===== config.mk =====
export PLATFORM = sky130hd
export DESIGN_NAME = channel_gate_scheduler
export DESIGN_NICKNAME = d
export VERILOG_FILES = /design/src/rtl/gate_sched_pkg.sv /design/src/rtl/sched_timer.sv /design/src/rtl/channel_gate_scheduler.sv
export SDC_FILE = /design/constraint.sdc
export NUM_CORES = 1
export LEC_CHECK = 0
export ABC_AREA = 1
export ABC_CLOCK_PERIOD_IN_PS = 2200
export BUFFER_PORTS_ARGS = -buffer_cell sky130_fd_sc_hd__buf_2
export CAP_MARGIN = 20
export CORE_ASPECT_RATIO = 1.2
export CORE_MARGIN = 3
export CORE_UTILIZATION = 48
export CTS_CLUSTER_DIAMETER = 80
export DETAILED_ROUTE_END_ITERATION = 12
export PLACE_DENSITY = 0.82
export SLEW_MARGIN = 20
export SYNTH_ARGS = -nofsm -noshare
export SYNTH_HDL_FRONTEND = slang
export SYNTH_SLANG_ARGS = --single-unit

===== constraint.sdc =====
create_clock -name clk -period 2.2 [get_ports clk]
set_input_delay 0.44 -clock clk [delete_from_list [all_inputs] [get_ports clk]]
set_output_delay 0.44 -clock clk [all_outputs]
set_load 0.1 [all_outputs]

===== src/rtl/gate_sched_pkg.sv =====
// gate_sched_pkg: shared state encoding, parameter defaults and channel pick helper
package gate_sched_pkg;

    localparam int N_CH_DEF    = 4;
    localparam int LEN_W_DEF   = 16;
    localparam int GUARD_W_DEF = 8;

    typedef enum logic [2:0] {IDLE, SELECT, ON, GUARD, DONE} state_t;

    function automatic logic [2:0] lowest(input logic [7:0] m);
        logic [2:0] r;
        r = 3'd0;
        for (int i = 7; i >= 0; i--) if (m[i]) r = 3'(i);
        return r;
    endfunction

endpackage


===== src/rtl/sched_timer.sv =====
// sched_timer: loadable down-counter with zero flag, shared by window and guard timing
module sched_timer #(
    parameter int W = 16
) (
    input  logic         clk,
    input  logic         rst_n,
    input  logic         load,
    input  logic [W-1:0] val,
    output logic         zero
);

    logic [W-1:0] cnt;

    always_ff @(posedge clk or negedge rst_n) begin
        if (!rst_n) cnt <= '0;
        else if (load) cnt <= val;
        else if (!zero) cnt <= cnt - W'(1);
    end

    assign zero = cnt == '0;

endmodule


===== src/rtl/channel_gate_scheduler.sv =====
// channel_gate_scheduler: time-multiplexed channel gating frames; GATE_SCHED_CONTINUOUS_EN enables wrap-around runs
module channel_gate_scheduler
    import gate_sched_pkg::*;
#(
    parameter int N_CH    = N_CH_DEF,
    parameter int LEN_W   = LEN_W_DEF,
    parameter int GUARD_W = GUARD_W_DEF
) (
    input  logic                 clk,
    input  logic                 rst_n,
    input  logic                 start,
    input  logic                 abort,
    input  logic [N_CH-1:0]      ch_en,
    input  logic [LEN_W-1:0]     on_len,
    input  logic [GUARD_W-1:0]   guard_len,
    input  logic                 cont,
    input  logic [32*N_CH-1:0]   in_bus,
    output logic [N_CH-1:0]      mode,
    output logic [31:0]          out_bus,
    output logic [2:0]           active_ch,
    output logic                 busy,
    output logic                 done
);

    localparam int TW = LEN_W > GUARD_W ? LEN_W : GUARD_W;
`ifdef GATE_SCHED_CONTINUOUS_EN
    localparam logic CONT_EN = 1'b1;
`else
    localparam logic CONT_EN = 1'b0;
`endif

    state_t            state, nxt;
    logic [N_CH-1:0]   en_q, rem, avail, pick_oh;
    logic [LEN_W-1:0]  len_q;
    logic [GUARD_W-1:0] grd_q;
    logic              cont_q, load, zero;
    logic [TW-1:0]     val;
    logic [2:0]        pick;

    // Remaining channels this pass; an exhausted pass reloads the mask only in continuous runs
    assign avail   = |rem ? rem : (cont_q ? en_q : '0);
    assign pick    = lowest(8'(avail));
    assign pick_oh = N_CH'(1) << pick;

    always_comb begin
        nxt = state;
        case (state)
            IDLE:    nxt = start ? SELECT : IDLE;
            SELECT:  nxt = (avail == '0 || len_q == '0) ? (cont_q ? SELECT : DONE) : ON;
            ON:      nxt = zero ? (grd_q > GUARD_W'(1) ? GUARD : SELECT) : ON;
            GUARD:   nxt = zero ? SELECT : GUARD;
            DONE:    nxt = IDLE;
            default: nxt = IDLE;
        endcase
        if (abort) nxt = IDLE;
    end

    // SELECT supplies one dead cycle, so GUARD itself covers the remaining guard_len-1
    assign load = (state == SELECT && nxt == ON) || (state == ON && nxt == GUARD);
    assign val  = state == SELECT ? TW'(len_q - LEN_W'(1)) : TW'(grd_q - GUARD_W'(2));

    sched_timer #(.W(TW)) u_timer (
        .clk   (clk),
        .rst_n (rst_n),
        .load  (load),
        .val   (val),
        .zero  (zero)
    );

    always_ff @(posedge clk or negedge rst_n) begin
        if (!rst_n) begin
            state     <= IDLE;
            en_q      <= '0;
            rem       <= '0;
            len_q     <= '0;
            grd_q     <= '0;
            cont_q    <= 1'b0;
            active_ch <= 3'd0;
            mode      <= '0;
            busy      <= 1'b0;
            done      <= 1'b0;
        end else begin
            state <= nxt;
            busy  <= nxt != IDLE;
            done  <= nxt == DONE;
            mode  <= (state == ON && !abort) ? N_CH'(1) << active_ch : '0;
            if (state == IDLE && nxt == SELECT) begin
                en_q   <= ch_en;
                rem    <= ch_en;
                len_q  <= on_len;
                grd_q  <= guard_len;
                cont_q <= cont & CONT_EN;
            end
            if (state == SELECT && nxt == ON) begin
                active_ch <= pick;
                rem       <= avail & ~pick_oh;
            end
        end
    end

    always_comb begin
        out_bus = '0;
        for (int i = 0; i < N_CH; i++) if (mode[i]) out_bus = in_bus[32*i +: 32];
    end

endmodule

# --- After elaboration in Yosys (flattened, before gate mapping) ---
# Index checks and enable logic that the tools add are counted.
word_totals:
  inputBits: 161
  ff_bits: 56
  out_inout_bits: 41
  word_cells: 61
classes:
  bitwise: 2
  n_reduce_logical: 14
  addsub: 3
  shifts: 2
  eq_ne: 8
  order_cmp: 1
  muxes: 22
ops:
  columns: ["cell", "count"]
  rows:
  - ["$mux 32", 4]
  - ["$mux 16", 3]
  - ["$logic_not 16->1", 2]
  - ["$sub 16x1->16 const B", 2]
  - ["$mux 4", 4]
  - ["$eq 3x2->1 const B", 4]
  - ["$mux 2", 6]
  - ["$pmux 3 s4", 1]
  - ["$mux 3", 3]
  - ["$sub 8x2->9 const B", 1]
  - ["$gt 8x1->1 const B", 1]
  - ["$shl 1x3->4 const A", 2]
  - ["$eq 3x1->1 const B", 2]
  - ["$and 4x4->4", 1]
  - ["$logic_and 1x1->1", 4]
  - ["$logic_not 4->1", 1]
  - ["$not 4->4", 1]
  - ["$reduce_or 4->1", 1]
  - ["$eq 3x3->1 const B", 1]
  - ["$logic_not 3->1", 1]
  - ["$reduce_bool 3->1", 1]
  - ["$logic_or 1x1->1", 2]
  - ["$ne 2x2->1 const B", 1]
  - ["$reduce_bool 2->1", 1]
  - ["2 further kinds", 2]

# --- Logic depth before layout (Yosys ltp) ---
logic_depth:
  depth_word: 11
  mapped_depth: 15
  ltp_nobuf: 15

# --- Modules after synthesis ---
# From an unflattened synthesis, not the netlist that was laid out.
hier_totals:
  hier_cells: 687
  hier_area_um2: 4506.8
modules_own_cells:
  columns: ["mod", "instances", "cells_each", "seq_area_each_um2", "area_each_um2"]
  rows:
  - ["channel_gate_scheduler", 1, 519, 975.9, 3373.2]
  - ["sched_timer", 1, 168, 400.4, 1133.6]

# --- Worst setup path before layout ---
# Ideal clock, no wire load.
synth_path:
  path_kind: "reg-to-output"
  from: "reg mode[0]"
  to: "out out_bus[30]"
  arrival_ns: 3.565
  stages_incl_launch_ff: 5
  required_time_ns: 1.760
  slack_ns: -1.805
  path_buffers: 0
  path_cell_list: "dfrtp_1 -> inv_1 -> nor2_1 -> a221oi_1 -> o31ai_1"
synth_via:
  elab_chain_len: 4
synth_rtl:
  columns: ["item", "line_no", "text"]
  rows:
  - ["start, declared", "channel_gate_scheduler.sv:18", "output logic [N_CH-1:0] mode,"]
  - ["start signal, assigned", "channel_gate_scheduler.sv:86", "mode <= (state == ON && !abort) ? N_CH'(1) << active_ch : '0;"]
  - ["$mux 32 (4 in series)", "channel_gate_scheduler.sv:103", "for (int i = 0; i < N_CH; i++) if (mode[i]) out_bus = in_bus[32*i +: 32];"]
  - ["end, declared", "channel_gate_scheduler.sv:19", "output logic [31:0] out_bus,"]
# Every way passes these cells.

# --- Final worst setup path ---
layout_path:
  from: "reg mode[1]"
  to: "out out_bus[8]"
layout_via:
  elab_chain_len: 3
layout_rtl:
  columns: ["item", "line_no"]
  rows:
  - ["$mux 32 (3 in series)", "channel_gate_scheduler.sv:103"]
# Every way passes these cells.

==> reports/metrics.cfg <==
[synthesis]
netlist_area_um2 = 4230
synth.area.mux_share = 0
synth_fa_ha_area_frac = 0.0148
yosysUniqueCellTypes = 33
synth_top_family_by_area = simple AND/OR/NAND/NOR gates
synth_nets = 850
syn_inst = 684
synth-edff-count = 0
yosysTopAreaCell = dfrtp_1
ys_async_sr_fraction = 1.00
seq_area_frac_synth = 0.325
avgSynthCellArea_um2 = 6.19
synth_compound_area_frac = 0.149
synth-simple-area-share = 0.384
yosys_warnings = 0
synthTopCellsByArea = dfrtp_1, nand2_1, a21oi_1, nor2_1, inv_1
synth_xor_area_frac = 0.0393
ys_ff_latch = 55
synth_ff_type = dfrtp_1
synth_top_cell_area_share = 0.325

[layout]
regArea_um2 = 1390
drive_gt1_frac = 0.335
layout.nets = 1039
layout_common_cells = nand2_1, buf_2, nor2_1
multi_input_area_um2 = 2900
fill_cells = 607
num_antenna_cells = 0
finish.utilization = 0.768
final_common_cell = nand2_1
syn2layout_area_growth_pct = 51.2

[grt]
grt_pass1_wl_mm = 22.0
gr-total-overflow = 0
grt_max_degree = 36
antenna_found_initial = 0
grtUsageTotal = 0.269
grt_pass1_vias = 4735

[sta]
worst_pin_slew_ps = 518
finalMaxSlewViolations = 0
hold_violations = 0
relSlewSlack = 0.654
fin_crit_sh = 0.987
fin_crit_ps = 2170
rsz0062_at_grt = true
timing.fmax_mhz = 461
setup_violations = 0
finClkSkew_ps = 13.1

[power]
power.density_nw_per_um2 = 1100
p_leak_uw = 0.00317
p_total_uw = 7050
vdd_drop_max_uv = 702

[clock_tree]
clock_latency_ps = 310
cts.sinks = 55
cts-root-buf = clkbuf_8
cts_tree = yes
numCtsBuffers = 5
clockBufferDepth = 2
cts_max_level = 2
clkSlewWorstSetupHoldPaths_ps = 90

[job]
drv_cap = 0

[place]
dpl.hpwl_mm = 11.3
gp_congestion = 0.917
io_buffer_count = 199

[hold_path]
holdCritPathClass = input port to async pin

[detailed_routing]
routed_wl_mm = 14.1
via_count = 5161
dr.first_iter.drc_count = 348
antenna_left = 0
drc = 0
wl_per_cell_um = 14.2
dr.pass1.iters = 5
routed_via_density = 5.22

[die]
die-width_um = 91.7
boundaryPins = 202
die_y_um = 109
initial_core_util = 0.508
row_count = 36
core-area_um2 = 8330
dieArea_um2 = 9990

[worst_setup_path]
cp.required_ps = 1760
worstSetupPathType = flop to primary output
r2r_end = u_timer.cnt[9]$_DFFE_PN0P_
rrSetupSlack_ps = 190
cp_max_fo = 32
end_kind = primary output
start_kind = flop
cp_data_arrival_time_ps = 1730
rr_worst_depth = 15
reg2reg_from = u_timer.cnt[0]$_DFFE_PN0P_

[status]
status = finished, final reports clean

-- stage by stage --
stage                     cell area [um2]  cells  worst slack [ps]  hold slack, ps  TNS (ps)
after floorplan                      4670    684              -110             144     -3380
after global placement               6210    976               250             439         0
after detailed placement             6210    976               170             449         0
after CTS                            6330    984              11.7             119         0
after global routing                 6400    988             -24.9             127      -134
final                                6400    988              29.0            96.3         0
-- where the power goes --
group | internal (uW) | switching, uW | leakage (uW)
Clock | 369 | 319 | 0.0000612
Combinational | 1570 | 2970 | 0.00243
Sequential | 1440 | 379 | 0.000680
-- worst max path at each step --
stage,endpoint,from,cells past startpoint,slack (ps)
4_1_cts,out_bus[20],mode[1]$_DFF_PN0_,6,10
6_report,out_bus[8],mode[1]$_DFF_PN0_,7,30
5_1_grt,out_bus[31],mode[1]$_DFF_PN0_,7,-20
2_1_floorplan,out_bus[30],mode[1]$_DFF_PN0_,4,-110
3_5_place_dp,u_timer.cnt[7]$_DFFE_PN0P_,u_timer.cnt[1]$_DFFE_PN0P_,14,170
3_3_place_gp,u_timer.cnt[12]$_DFFE_PN0P_,u_timer.cnt[0]$_DFFE_PN0P_,14,250
-- critical path, cell delays in order (launching register included) --
cell and delay [ps]:
dfrtp_4 500, nor2_4 100, buf_12 190, nand2_1 70, nand2_1 50, nand2_1 100, a21oi_4 200, buf_12 190
-- synthesized netlist by cell type (2+ instances only) --
cell / number
buf_6: 2
nand2_2: 4
o31ai_1: 2
buf_4: 5
a21oi_1: 71
ha_1: 5
clkbuf_1: 23
nand4_1: 3
nand3_2: 2
nor2_2: 8
xnor2_1: 6
inv_1: 51
xor2_1: 13
nor3_1: 11
o21ai_0: 35
nand2_1: 250
nand3_1: 31
o21ai_1: 12
dfrtp_1: 55
inv_2: 3
nor2_1: 80
-- area by class of cell --
cell class,count,area share
Tap cell,114,0.0223
Sequential cell,55,0.217
Clock buffer,6,0.0129
Timing Repair Buffer,213,0.256
Inverter,54,0.0321
Clock inverter,2,0.00547
Multi-Input combinational cell,544,0.454
-- sequential cells by signal, summed over array words and instances (netlist names) --
signal	cells
grd_q	8
len_q	16
mode	4
active_ch	2
rem	4
state	3
busy	1
done	1
u_timer.cnt	16
-- cells by family after synthesis --
group / count (synthesis)
AOI/OAI and AO/OA: 123
xor gates and xnor gates: 19
adders and majority gates: 5
buffers and inverters: 86
DFF: 55
other: 1
and+or+nand+nor: 395
-- timing repair --
item	in CTS	in global routing
hold buffers	0	0
setup buffers	0	3
resized for setup	0	16
endpoints found under the setup margin	0	64
-- per-layer routing --
| layer | routed length [um] | vias up | track usage | share of wire |
|---|---|---|---|---|
| li1 | - | 2543 | - | - |
| met4 | 214 | 0 | 0.0584 | 0.015 |
| met5 | 0 | - | 0 | 0 |
| met3 | 1030 | 18 | 0.0373 | 0.073 |
| met2 | 7450 | 220 | 0.509 | 0.53 |
| met1 | 5380 | 2380 | 0.324 | 0.38 |
Note: power is estimated with default switching activity, not from simulation.
